$ cat config.mk
export PLATFORM = sky130hd
export DESIGN_NAME = lfsr_delay_timer
export DESIGN_NICKNAME = d
export VERILOG_FILES = /design/src/rtl/lfsr_delay_pkg.sv /design/src/rtl/lfsr_delay_timer.sv
export SDC_FILE = /design/constraint.sdc
export NUM_CORES = 1
export LEC_CHECK = 0
export ABC_AREA = 1
export CORE_MARGIN = 2
export CORE_UTILIZATION = 53
export CTS_BUF_LIST = sky130_fd_sc_hd__clkbuf_4 sky130_fd_sc_hd__clkbuf_8 sky130_fd_sc_hd__clkbuf_16
export DETAILED_ROUTE_END_ITERATION = 12
export DONT_BUFFER_PORTS = 1
export PLACE_DENSITY = 0.71
export SLEW_MARGIN = 20
export SYNTH_ARGS = -nofsm -noshare
export SYNTH_HDL_FRONTEND = slang
export SYNTH_SLANG_ARGS = --single-unit
$ cat constraint.sdc
create_clock -name clk -period 1.16 [get_ports clk]
set_clock_uncertainty 0.05 [all_clocks]
set_input_delay 0.174 -clock clk [delete_from_list [all_inputs] [get_ports clk]]
set_output_delay 0.174 -clock clk [all_outputs]
set_load 0.01 [all_outputs]
$ cat src/rtl/lfsr_delay_pkg.sv
// Shared types for the LFSR-driven hold-off timer.
package lfsr_delay_pkg;

  localparam int SEED_W = 7;

  typedef enum logic [1:0] {
    IDLE,
    COUNT,
    FIRE
  } delay_state_t;

endpackage

$ cat src/rtl/lfsr_delay_timer.sv
// Random hold-off timer: captures an LFSR seed, counts it down on tick pulses, pulses time_out.
// Optional abort input is built in when DELAY_ABORT_EN is defined.
module lfsr_delay_timer
  import lfsr_delay_pkg::*;
#(
  parameter int D_WIDTH   = SEED_W,
  parameter int MIN_TICKS = 1
) (
  input  logic               clk,
  input  logic               rst,
  input  logic               tick,
  input  logic               trigger,
  input  logic [D_WIDTH-1:0] seed,
`ifdef DELAY_ABORT_EN
  input  logic               abort,
`endif
  output logic               lfsr_adv,
  output logic               busy,
  output logic               time_out,
  output logic [D_WIDTH-1:0] count_out
);

  localparam logic [D_WIDTH-1:0] MIN_CNT = D_WIDTH'(MIN_TICKS);
  localparam logic [D_WIDTH-1:0] ONE_CNT = D_WIDTH'(1);

  if (MIN_TICKS < 1 || MIN_TICKS > (2 ** D_WIDTH) - 1) begin : g_min_ticks_check
    $error("lfsr_delay_timer: MIN_TICKS must lie in 1 .. 2**D_WIDTH-1");
  end

  delay_state_t       state_q, state_d;
  logic [D_WIDTH-1:0] count_q, count_d;
  logic               lfsr_adv_q, lfsr_adv_d;
  logic               busy_q, busy_d;
  logic               time_out_q, time_out_d;
  logic               abort_req;

`ifdef DELAY_ABORT_EN
  assign abort_req = abort;
`else
  assign abort_req = 1'b0;
`endif

  // A zero seed is the LFSR lock-up value, so the floor also guarantees a non-empty delay.
  always_comb begin
    state_d    = state_q;
    count_d    = count_q;
    lfsr_adv_d = 1'b0;
    case (state_q)
      IDLE: begin
        if (trigger) begin
          count_d    = (seed < MIN_CNT) ? MIN_CNT : seed;
          lfsr_adv_d = 1'b1;
          state_d    = COUNT;
        end
      end
      COUNT: begin
        if (abort_req) begin
          count_d = '0;
          state_d = IDLE;
        end else if (tick) begin
          if (count_q > ONE_CNT) begin
            count_d = count_q - ONE_CNT;
          end else begin
            count_d = '0;
            state_d = FIRE;
          end
        end
      end
      FIRE: begin
        state_d = IDLE;
      end
      default: begin
        count_d = '0;
        state_d = IDLE;
      end
    endcase
    busy_d     = (state_d != IDLE);
    time_out_d = (state_q == FIRE);
  end

  always_ff @(posedge clk or negedge rst) begin
    if (!rst) begin
      state_q    <= IDLE;
      count_q    <= '0;
      lfsr_adv_q <= 1'b0;
      busy_q     <= 1'b0;
      time_out_q <= 1'b0;
    end else begin
      state_q    <= state_d;
      count_q    <= count_d;
      lfsr_adv_q <= lfsr_adv_d;
      busy_q     <= busy_d;
      time_out_q <= time_out_d;
    end
  end

  assign lfsr_adv  = lfsr_adv_q;
  assign busy      = busy_q;
  assign time_out  = time_out_q;
  assign count_out = count_q;

endmodule

==> results.toml <==
[power_and_ir_drop]
power_mw = 2.94
vdd_ir_drop_max_uv = 1840
leakagePower_nw = 0.568
p_per_area_nw_per_um2 = 2530

[grt]
grt_max_degree = 13
grt_pass1_wl_mm = 3.19
met1_usage_pct = 33.9
use_met3_pct = 4.89
grt_antenna_before_repair = 0
grt_usage_pct = 29.8
grt-busiest-layer = "met2"
grtUsageMet2_pct = 54.7
grt_pass1_vias = 753
gr-total-overflow = 0

[sta]
post-route-period-util_pct = 116
finalSetupViolCount = 12
tightest_slew_ns = 0.565
hold_ws_ns = 0.0307
setup_ws_ns = -0.183
max_slew_margin_pct = 62.2
hold_viol = 0
drv_slew = 0
tns_ns = -1.38
rsz0062_at_grt = "true"
fmax_mhz = 745
fin_crit_ns = 1.34

[logic_synthesis]
syn_nets = 115
syn_area_per_cell_um2 = 7.21
ys_seq_elements = 12
synth.largest_area_cell = "dfrtp_1"
netlist_instances = 102
ys_seq_area_share_pct = 40.8
yosysTopAreaCellShare_pct = 40.8
netlist_top_cells_area = "dfrtp_1 41%, nand2_1 12%, nor2_1 9.2%"
ys_types = 21
synth_area_um2 = 736
ys_warn_count = 0

[placement]
hpwl_mm = 1.47
gp_congestion = 0.830
post_dp_cell_area_um2 = 941
io_buffer_count = 0

[cells_and_area]
antenna_cells = 0
postLayoutCoreUtil_pct = 89.1
drive_above_1_share_pct = 51.8
layout.nets = 151
stdcell_area_um2 = 1160
area_delta_synth_final_pct = 57.7

[drt]
vias_per_cell = 5.74
detail_route.iter0.violations = 34
vias = 873
wl_per_cell_um = 16.8
firstDrtPassIters = 4
drc_errors = 0
routed_wl_mm = 2.55
detail-route-antenna-nets = 0

[floorplanning]
core.rowCount = 13
die_area_um2 = 1700
die_w_um = 41.3
die_h_um = 41.3
core_area_um2 = 1300
start_util_pct = 56.5
io_pins = 21

[worst_setup_path]
cp_top_family = "flip-flops"
worstPathMaxFanout = 6
worstSetupStartpointType = "flop"
worst_ep_required_time_ns = 1.28
cp.buffers_inverters = 3
critPathArrivalTime_ns = 1.46
critPathSlowestCell = "dfrtp_1"
path_cells = "inv_2 -> ha_4 -> inv_2 -> o21ai_2 -> nand3_4 -> buf_4 -> nand2_2 -> a22oi_2"
end_kind = "flop"
cp_common_cell = "inv_2"
critPathMaxStageDelay_ns = 0.40
crit_type = "reg2reg"

[min_path]
hp-class = "in2reg"

[clocking]
tritoncts = "built"
clock_latency_ns = 0.28
clock-sinks = 12
cts-root-buf = "clkbuf_4"
path_clk_slew_ns = 0.08
cts.path.max_buffers = 2
h-tree-depth = 1
cts_buffers = 3

[status]
violations = "setup timing"
status = "finished with violations"

[run]
cap_violations = 0
==> synthesized netlist by cell type, drive strengths merged <==
library cell and instances:
nand2 25, nor2 21, inv 14, dfrtp 12
a21oi 10, nand3 8, o21ai 3, ha 2
nand4 2, a22oi 1, nor3 1, o21bai 1
or2 1, xor2 1
==> placed cells by master (no fill, tap or decap) <==
| cell type | synthesis | routed |
|---|---|---|
| dfrtp_1 | 12 | 8 |
| a21oi_2 | 0 | 4 |
| nor2_4 | 2 | 4 |
| inv_1 | 11 | 8 |
| inv_2 | 3 | 5 |
| o21ai_2 | 0 | 3 |
| or2_2 | 1 | 1 |
| buf_4 | 0 | 25 |
| nor2_1 | 18 | 13 |
| nand2_1 | 23 | 20 |
| dfrtp_2 | 0 | 4 |
| clkbuf_4 | 0 | 3 |
| ha_4 | 0 | 2 |
| nand2_4 | 1 | 1 |
| o21bai_1 | 1 | 1 |
| nor3_2 | 0 | 1 |
| inv_4 | 0 | 1 |
| nor2_2 | 1 | 4 |
| nand4_1 | 2 | 2 |
| buf_6 | 0 | 4 |
| dlygate4sd3_1 | 0 | 2 |
| a22oi_2 | 0 | 1 |
| xor2_1 | 1 | 1 |
| nand2_2 | 1 | 4 |
| nand3_1 | 7 | 5 |
| a21oi_1 | 10 | 6 |
| nand3_2 | 1 | 2 |
| clkbuf_8 | 0 | 1 |
| nand3_4 | 0 | 1 |
==> registers in the layout (all words and copies together) (netlist names) <==
| register | count |
|---|---|
| state_q | 2 |
| lfsr_adv | 1 |
| busy | 1 |
| time_out | 1 |
| count_out | 7 |
==> cell type report <==
class                   count  area [um^2]
multi-input cells          76          492
flip-flops and latches     12          305
repair buffers             31          253
fillers                    62          141
inverters                  14         55.1
clock buffers               4         36.3
well taps                  15         18.8
==> final timing paths <==
check                      slack [ns]         start      endpoint  cells past startpoint
max reg2reg                     -0.18  count_out[1]  count_out[1]                      8
min in group asynchronous        0.27           rst      time_out                      1
max in group asynchronous        0.38           rst  count_out[0]                      1
min reg2reg                      0.56    state_q[1]      time_out                      2
min                              0.03       seed[1]  count_out[1]                      2
max                             -0.18  count_out[1]  count_out[1]                      8
==> per-layer routing <==
metal | up-vias | share of wire, % | wire (um)
met4 | 0 | 1.7 | 44
met2 | 38 | 52 | 1340
met5 | - | 0 | 0
met3 | 6 | 5.1 | 129
met1 | 427 | 41 | 1040
li1 | 402 | - | -
==> kinds of logic after synthesis <==
| group | after synthesis | share of synthesized area (%) |
|---|---|---|
| simple gates | 58 | 36.6 |
| buf+inv | 14 | 7.14 |
| compound gates | 15 | 10.9 |
| xor+xnor | 1 | 1.19 |
| fa+ha+maj | 2 | 3.40 |
| flops | 12 | 40.8 |
==> where the power goes <==
group / switching [mW] / leakage [nW] / total (mW) / internal (mW)
logic: 0.990 / 0.414 / 1.87 / 0.879
registers: 0.165 / 0.134 / 0.728 / 0.563
clock network: 0.150 / 0.0210 / 0.341 / 0.191
==> repair_timing <==
action	4_1_cts	5_1_grt
hold buffers	2	0
hold endpoints to repair	13	0
buffers inserted	1	7
setup endpoints to repair	12	12
pin swaps	4	10
cloned	0	0
resized for setup	11	16
==> metrics by stage <==
step                      setup slack, ns  cells
after CTS                          -0.131    145
after floorplan                   -0.0921    102
after global routing               -0.255    152
after global placement            -0.0930    138
after detailed placement           -0.147    138
final                              -0.183    152
Power figures use the tool's default switching activity.
